File: config.mk
export PLATFORM = sky130hd
export DESIGN_NAME = icache
export DESIGN_NICKNAME = d
export VERILOG_FILES = /design/src/rtl/icache.sv
export SDC_FILE = /design/constraint.sdc
export NUM_CORES = 2
export LEC_CHECK = 0
export BUFFER_PORTS_ARGS = -buffer_cell sky130_fd_sc_hd__buf_2
export CAP_MARGIN = 15
export CELL_PAD_IN_SITES_DETAIL_PLACEMENT = 1
export CELL_PAD_IN_SITES_GLOBAL_PLACEMENT = 1
export CORE_MARGIN = 5
export CORE_UTILIZATION = 35
export CTS_CLUSTER_SIZE = 28
export DETAILED_ROUTE_END_ITERATION = 8
export PLACE_DENSITY_LB_ADDON = 0.1
export SYNTH_ARGS = -nofsm -noshare
export SYNTH_HDL_FRONTEND = slang
export SYNTH_SLANG_ARGS = --single-unit
export TNS_END_PERCENT = 50
File: constraint.sdc
create_clock -name clk -period 6.3 [get_ports clk]
set_input_delay 1.575 -clock clk [delete_from_list [all_inputs] [get_ports clk]]
set_output_delay 1.575 -clock clk [all_outputs]
set_load 0.02 [all_outputs]
File: src/rtl/icache.sv
// icache: direct-mapped instruction cache with one 32-bit word per line.
// It sits between instruction fetch and the memory controller. A hit returns
// the instruction one cycle after the request is accepted. A miss reads the
// word from memory, fills the line and forwards the word. A ROB rollback
// during a miss suppresses delivery, but the fill still completes.
//
// Ports:
//   clk, rst            clock; asynchronous active-high reset
//   rdy                 global ready; when low, all state and outputs hold
//   valid_from_if       fetch request, held high until a response is sampled
//   pc_from_if[31:0]    request PC (bits [1:0] ignored)
//   valid_to_if         one-cycle response strobe
//   inst_to_if[31:0]    instruction, valid while valid_to_if is high
//   mem_valid           memory read request, held until mem_done
//   mem_addr[31:0]      word-aligned read address
//   mem_done            one-cycle memory completion
//   mem_data[31:0]      read word, valid together with mem_done
//   rollback_from_rob   pipeline flush
module icache #(
    parameter int unsigned INDEX_WIDTH = 6
) (
    input  logic        clk,
    input  logic        rst,
    input  logic        rdy,
    input  logic        valid_from_if,
    input  logic [31:0] pc_from_if,
    output logic        valid_to_if,
    output logic [31:0] inst_to_if,
    output logic        mem_valid,
    output logic [31:0] mem_addr,
    input  logic        mem_done,
    input  logic [31:0] mem_data,
    input  logic        rollback_from_rob
);

    localparam int unsigned TAG_WIDTH = 30 - INDEX_WIDTH;
    localparam int unsigned LINES     = 1 << INDEX_WIDTH;

    typedef enum logic [1:0] {
        S_IDLE = 2'd0,
        S_MISS = 2'd1,
        S_RESP = 2'd2
    } state_e;

    state_e                  state_q, state_d;
    logic [LINES-1:0]        line_valid_q, line_valid_d;
    logic [TAG_WIDTH-1:0]    tag_q  [LINES];
    logic [31:0]             data_q [LINES];
    logic                    vout_q, vout_d;
    logic [31:0]             inst_q, inst_d;
    logic                    mreq_q, mreq_d;
    logic [31:0]             maddr_q, maddr_d;
    logic                    abort_q, abort_d;
    logic                    fill_we_c;

    logic [INDEX_WIDTH-1:0]  req_idx_c;
    logic [TAG_WIDTH-1:0]    req_tag_c;
    logic [INDEX_WIDTH-1:0]  fill_idx_c;
    logic [TAG_WIDTH-1:0]    fill_tag_c;
    logic                    hit_c;
    logic                    unused_pc_bits;

    assign req_idx_c = pc_from_if[INDEX_WIDTH+1:2];
    assign req_tag_c = pc_from_if[31:INDEX_WIDTH+2];
    // The outstanding miss address doubles as the latched PC for the fill.
    assign fill_idx_c = maddr_q[INDEX_WIDTH+1:2];
    assign fill_tag_c = maddr_q[31:INDEX_WIDTH+2];
    assign hit_c      = line_valid_q[req_idx_c] && (tag_q[req_idx_c] == req_tag_c);
    assign unused_pc_bits = ^pc_from_if[1:0];

    // Next-state and output logic.
    always_comb begin
        state_d      = state_q;
        line_valid_d = line_valid_q;
        vout_d       = vout_q;
        inst_d       = inst_q;
        mreq_d       = mreq_q;
        maddr_d      = maddr_q;
        abort_d      = abort_q;
        fill_we_c    = 1'b0;
        if (rdy) begin
            case (state_q)
                S_IDLE: begin
                    if (valid_from_if && !rollback_from_rob) begin
                        if (hit_c) begin
                            inst_d  = data_q[req_idx_c];
                            vout_d  = 1'b1;
                            state_d = S_RESP;
                        end else begin
                            mreq_d  = 1'b1;
                            maddr_d = {pc_from_if[31:2], 2'b00};
                            abort_d = 1'b0;
                            state_d = S_MISS;
                        end
                    end
                end
                S_MISS: begin
                    if (mem_done) begin
                        // The fill is always correct for its address, so it
                        // lands even when delivery has been aborted.
                        fill_we_c                = 1'b1;
                        line_valid_d[fill_idx_c] = 1'b1;
                        mreq_d                   = 1'b0;
                        if (!abort_q && !rollback_from_rob) begin
                            inst_d  = mem_data;
                            vout_d  = 1'b1;
                            state_d = S_RESP;
                        end else begin
                            state_d = S_IDLE;
                        end
                    end else if (rollback_from_rob) begin
                        abort_d = 1'b1;
                    end
                end
                S_RESP: begin
                    // Fetch drops its request on the edge that consumes the
                    // response, so any request still visible here is stale.
                    vout_d  = 1'b0;
                    state_d = S_IDLE;
                end
                default: state_d = S_IDLE;
            endcase
        end
    end

    // Control state and line valid bits.
    always_ff @(posedge clk or posedge rst) begin
        if (rst) begin
            state_q      <= S_IDLE;
            line_valid_q <= '0;
            vout_q       <= 1'b0;
            inst_q       <= 32'd0;
            mreq_q       <= 1'b0;
            maddr_q      <= 32'd0;
            abort_q      <= 1'b0;
        end else begin
            state_q      <= state_d;
            line_valid_q <= line_valid_d;
            vout_q       <= vout_d;
            inst_q       <= inst_d;
            mreq_q       <= mreq_d;
            maddr_q      <= maddr_d;
            abort_q      <= abort_d;
        end
    end

    // Tag and data arrays; their contents are qualified by the valid bits.
    always_ff @(posedge clk) begin
        if (fill_we_c) begin
            tag_q[fill_idx_c]  <= fill_tag_c;
            data_q[fill_idx_c] <= mem_data;
        end
    end

    assign valid_to_if = vout_q;
    assign inst_to_if  = inst_q;
    assign mem_valid   = mreq_q;
    assign mem_addr    = maddr_q;

endmodule

# After elaboration in Yosys (flattened, before gate mapping)

Memories as Yosys holds them, arrays and structs flattened.
Index checks and enable logic that the tools add are counted.

Bits in writable memories: 3584
Memories kept: 2
Output and inout bits: 66
Word-level logic and storage cells: 73
Register bits after elaboration: 131
Input bits: 70

Order comparisons: 3
Reductions and logical operators: 16
Equal/unequal tests: 10
Bitwise gates (word level): 2
Muxes and demuxes: 33

Memories:

| memory | words | width | read ports | clocked after Yosys merged registers in | wr ports | RTL line | RTL |
|---|---|---|---|---|---|---|---|
| data_q | 64    | 32    | 1          | 0                                       | 1        | 48       | `logic [31:0] data_q [LINES];` |
| tag_q  | 64    | 24    | 1          | 0                                       | 1        | 47       | `logic [TAG_WIDTH-1:0] tag_q [LINES];` |

Operators with widths:

| operator                                             | number |
|---|---|
| two-way mux 32 bit                                   | 4 |
| OR 64 bit                                            | 1 |
| one-hot mux 32 bit (2 select lines)                  | 1 |
| equality test 24 bit                                 | 1 |
| two-way mux 1 bit                                    | 18 |
| AND reduction 6 bit                                  | 3 |
| < comparator 6 x 7 -> 1 bit (second input constant)  | 2 |
| inequality test 2 bit (second input constant)        | 7 |
| two-way mux 2 bit                                    | 4 |
| binary-select mux 1 bit (select 6 bit)               | 1 |
| demux 1 bit (select 6 bit)                           | 1 |
| >= comparator 6 x 1 -> 1 bit (second input constant) | 1 |
| AND reduction 3 bit                                  | 2 |
| AND reduction 5 bit                                  | 1 |
| logical AND 1 bit                                    | 4 |
| one-hot mux 1 bit (2 select lines)                   | 2 |
| one-hot mux 2 bit (2 select lines)                   | 1 |
| AND reduction 4 bit                                  | 1 |
| one-hot mux 1 bit (3 select lines)                   | 1 |
| nonzero test 3 bit                                   | 1 |
| equality test 2 x 1 -> 1 bit (second input constant) | 1 |
| equality test 2 bit (second input constant)          | 1 |
| zero test 1 bit                                      | 2 |
| zero test 2 bit                                      | 1 |
| other kinds (2)                                      | 2 |

# Logic depth before layout (Yosys ltp)

Depth after elaboration: 6
Gate-level depth with buffers: 18
Depth with buffers taken out: 10

# Least setup slack after synthesis

No wires, ideal clock.

Path kind: input port to flip-flop
From: input pc_from_if[5]
To: register inst_q[17], in the netlist inst_to_if[17]
Buffers on the path: 6
Stages on the path: 11
Setup time: 128 ps
Data required time: 6172 ps
Arrival time: 4952 ps
Setup slack: 1221 ps
Cell sequence: buf_2 buf_2 inv_2 buf_2 clkbuf_1 buf_2 buf_1 mux4_2 mux4_2 mux2_2 mux2_1

Word-level cells in the longest chain between the ends: 5
Elaborated cells on any way between the ends: 11
Those cells by class: 2 x eq/ne; 5 x mux; 2 x reduce/logical; 2 x memory

Ends and longest elaborated chain:

| element                                                                                    | RTL line | RTL |
|---|---|---|
| start, declared                                                                            | 26       | `input logic [31:0] pc_from_if,` |
| memory read (64 x 24 bit) / binary-select mux 1 bit (select 6 bit) (equally long branches) | n/a      |  |
| equality test 24 bit / two-way mux 1 bit (equally long branches)                           | 68       | `assign hit_c = line_valid_q[req_idx_c] && (tag_q[req_idx_c] == req_tag_c);` |
| logical AND 1 bit                                                                          | 68       |  |
| inequality test 2 bit (no source line)                                                     | n/a      |  |
| AND reduction 6 bit (no source line)                                                       | n/a      |  |
| end signal, assigned                                                                       | 140      | `inst_q <= inst_d;` |
| end, declared                                                                              | 50       | `logic [31:0] inst_q, inst_d;` |

Parallel ways exist; a longest one is shown, timed or not. The select of a mux whose other input is x is not followed.
A chain may end at the register's enable or synchronous reset.

# Worst setup path after layout

From: input pc_from_if[2]
To: register maddr_q[28], in the netlist mem_addr[28]

Word-level cells in the longest chain between the ends: 5
Elaborated cells on any way between the ends: 7
Those cells by class: 1 x eq/ne; 2 x mux; 1 x bitwise; 2 x reduce/logical; 1 x memory

Ends and longest elaborated chain:

| element                                                                                    | RTL line | RTL |
|---|---|---|
| memory read (64 x 24 bit) / binary-select mux 1 bit (select 6 bit) (equally long branches) | n/a      |  |
| equality test 24 bit / two-way mux 1 bit (equally long branches)                           | 68       |  |
| logical AND 1 bit (*)                                                                      | 68       |  |
| inverter 1 bit (no source line) (*)                                                        | n/a      |  |
| AND reduction 4 bit (no source line) (*)                                                   | n/a      |  |
| end signal, assigned                                                                       | 142      | `maddr_q <= maddr_d;` |
| end, declared                                                                              | 52       | `logic [31:0] maddr_q, maddr_d;` |

Every way passes the cells marked *; elsewhere a longest branch is shown, timed or not. The select of a mux whose other input is x is not followed.

==> results.py <==
metrics = {
    "setup_path": {
        "worstReg2RegEnd": "tag_q[57][14]",
        "crit_top_cell": "buf_12",
        "endpoint_kind": "flip-flop",
        "cpMaxStageDelayCell": "mux4_2",
        "required_ns": 7.12,
        "crit_chain": "buf_12, buf_12, buf_12, mux4_2, nand3_1, nand4_1, nor4_1, buf_4, a21oi_1, nor4_1, nand4_1, nor4_4, buf_12, a21oi_4, buf_4, mux2_4",
        "critPathLaunchType": "input pin",
        "slowest_delay_ns": 0.63,
        "cp.arrival_ns": 6.15,
        "reg2reg_depth": 5,
        "critical_path_class": "input pin to flip-flop",
        "ff2ff_setup_slack_ns": 2.00,
        "cp_max_fo": 26,
        "timing.rr.start": "state_q[0]",
    },
    "die": {
        "die_h_um": 649,
        "ios": 136,
        "rows": 234,
        "core-area_um2": 407000,
        "initial_utilization_pct": 35.2,
        "dieArea_um2": 421000,
        "die_x_um": 649,
    },
    "route": {
        "drc": 0,
        "vias": 70500,
        "drtPass1Iterations": 5,
        "routed_via_density": 5.64,
        "wl_um": 478000,
        "wire_per_inst_um": 38.3,
        "dr.first_iter.drc_count": 8273,
        "antenna_left": 0,
    },
    "logic_synthesis": {
        "synth_compound_area_share_pct": 1.38,
        "yosysWarnings": 0,
        "synth-simple-area-share_pct": 1.58,
        "syn-cell-area_um2": 143000,
        "yosysSeqAreaShare_pct": 77.6,
        "async_reset_ff_share_pct": 3.53,
        "ys_ff_latch": 3715,
        "syn_area_per_cell_um2": 23.4,
        "syn_inst": 6102,
        "synth_top_family_by_area": "multiplexers",
        "synthAdderAreaFrac_pct": 0,
        "synthXorXnorAreaFrac_pct": 0.104,
        "synth_edf_count": 3584,
        "synth_flop_cell": "edfxtp_1",
        "yosysUniqueCellTypes": 76,
        "synth.area.mux_share_pct": 18.0,
    },
    "outcome": {
        "outcome": "complete, no violations",
    },
    "global_route": {
        "antenna_found_initial": 51,
        "grt.total_usage_pct": 22.2,
        "gr-usage-met2_pct": 36.9,
        "busiest_layer": "met2",
        "grt_overflow": 0,
        "grt_pass1_vias": 72900,
        "grt_util_met3_pct": 2.95,
        "grt_first_pass_wirelength_um": 645000,
        "grt_max_degree": 117,
        "grt_use_met1_pct": 31.6,
    },
    "clock_network": {
        "cts.repair.resized": 0,
        "clk_path_buf_depth": 4,
        "cts_inserted_buffers": 409,
        "cts_tree": "done",
        "post_cts_buffers": 0,
        "clk_latency_ns": 0.98,
        "clkTransAtPathRegs_ns": 0.06,
        "ctsHoldBuffers": 0,
        "cts_num_sinks": 3715,
        "h-tree-depth": 5,
        "cts_root_buf": "clkbuf_16",
    },
    "final_layout": {
        "fin_area_um2": 167000,
        "final_common_cell": "edfxtp_1",
        "area_delta_synth_final_pct": 16.5,
        "drive_above_1_share_pct": 33.1,
        "utilization_pct": 40.9,
        "final_cell_mix": "3584 x edfxtp_1, 975 x mux4_2, 416 x clkbuf_16",
        "finalNetCount": 6775,
    },
    "sta": {
        "max_clock_freq_mhz": 188,
        "slew_headroom_pct": 19.5,
        "setup_tns_ns": 0,
        "tightest_slew_ns": 1.21,
        "fin_crit_ns": 5.33,
        "setup-violations-final": 0,
        "final-hold-violation-count": 0,
        "rsz0062_at_grt": "false",
        "finalClockSkew_ns": 0.0647,
        "post-route-period-util_pct": 84.6,
        "drv_slew": 0,
    },
    "worst_hold_path": {
        "hold_path_depth": 1,
        "min-delay-path-class": "flip-flop to flip-flop",
        "hold_path_end": "line_valid_q[28]",
        "hold_start": "line_valid_q[28]",
    },
    "pwr": {
        "p_per_area_nw_per_um2": 353,
        "ir_drop_mv": 0.227,
        "total_leakage_power_nw": 53.2,
    },
    "placement": {
        "dp.final_hpwl_um": 259000,
        "place_area_um2": 153000,
        "io_buffers": 131,
        "gp_congestion": 0.760,
    },
    "run": {
        "cap_violations": 0,
    },
}
-- power breakdown --
part	switching (W)	leakage (nW)	internal (W)
logic	0.00327	12.9	0.00175
clock network	0.00990	6.36	0.0136
registers	0.00100	33.9	0.0292
-- worst max-delay path: cells and delay by family --
family | cells | cell delay [ns]
AND/OR/NAND/NOR | 6 | 1.90
buffers and inverters | 6 | 1.35
multiplexers | 2 | 0.97
AO/OA/AOI/OAI | 2 | 0.17
-- synth_stat cells (all sizes together) (5+ instances only) --
library cell     n  share of area [%]
nor2           107               0.28
o22ai           18              0.079
o21ai           17              0.060
xor2             6              0.037
inv              7              0.018
a22oi          106               0.56
mux4           975                 15
clkbuf          71               0.19
a221oi          18               0.11
nor4             8              0.050
edfxtp        3584                 75
o211ai           7              0.037
mux2i          240                1.7
nand4           11              0.048
buf            249                1.1
nor3            12              0.042
nor2b           19              0.083
and3            18              0.079
or2             68               0.30
nand3b           7              0.037
nand2          100               0.26
a22o            11              0.067
and2             8              0.035
a31oi            5              0.022
xnor2           11              0.067
nand3           61               0.21
a211oi           7              0.037
nand2b           9              0.039
mux2           105               0.97
a2111oi          5              0.035
a21oi           40               0.15
dfrtp          131                2.3
-- cell type report --
cell class	count	area, µm²
Antenna cell	10	25.0
Tap cell	5428	6790
Inverter	10	57.6
Clock buffer	546	11100
Timing Repair Buffer	511	5030
Sequential cell	3715	111000
Fill cell	37400	240000
Multi-Input combinational cell	2058	30700
Clock inverter	207	1960
-- metal layers --
| layer | wire length, µm | up-vias |
|---|---|---|
| li1 | - | 27400 |
| met1 | 205000 | 40100 |
| met2 | 234000 | 2501 |
| met3 | 27600 | 521 |
| met4 | 10300 | 2 |
| met5 | 13 | - |
-- how the worst max path moves through the flow --
stage	cells after the start	endpoint	startpoint	slack, ns
finish	16	mem_addr[28]	pc_from_if[2]	0.97
global route	16	mem_addr[22]	pc_from_if[2]	1.06
CTS	16	mem_addr[22]	pc_from_if[2]	1.17
detailed placement	16	mem_addr[22]	pc_from_if[2]	0.17
global placement	16	mem_addr[22]	pc_from_if[2]	0.15
floorplan	11	inst_to_if[17]	pc_from_if[5]	1.22
-- metrics by stage --
stage | hold slack [ns] | cells | power (W) | worst slack [ns]
CTS | 0.464 | 12500 | 0.0593 | 1.17
finish | 0.464 | 12500 | 0.0587 | 0.969
global route | 0.471 | 12500 | 0.0608 | 1.06
global placement | 0.446 | 11700 | 0.0356 | 0.148
floorplan | 0.434 | 6103 | 0.0330 | 1.22
detailed placement | 0.450 | 11700 | 0.0358 | 0.166
-- kinds of logic (layout without fill, tap and decap cells) --
| family | Yosys count | after routing |
|---|---|---|
| muxes | 1320 | 1320 |
| other | 1 | 12 |
| xor gates and xnor gates | 17 | 17 |
| AOI/OAI and AO/OA | 272 | 272 |
| buffers and inverters | 330 | 1274 |
| and+or+nand+nor | 447 | 447 |
| DFF | 3715 | 3715 |
-- registers in the layout, indices dropped and copies added (netlist names) --
name and count:
abort_q 1, data_q 2048, inst_to_if 32, line_valid_q 64, mem_addr 30, mem_valid 1, state_q 2, tag_q 1536
valid_to_if 1
No activity file was read; power rests on OpenSTA's default activity.
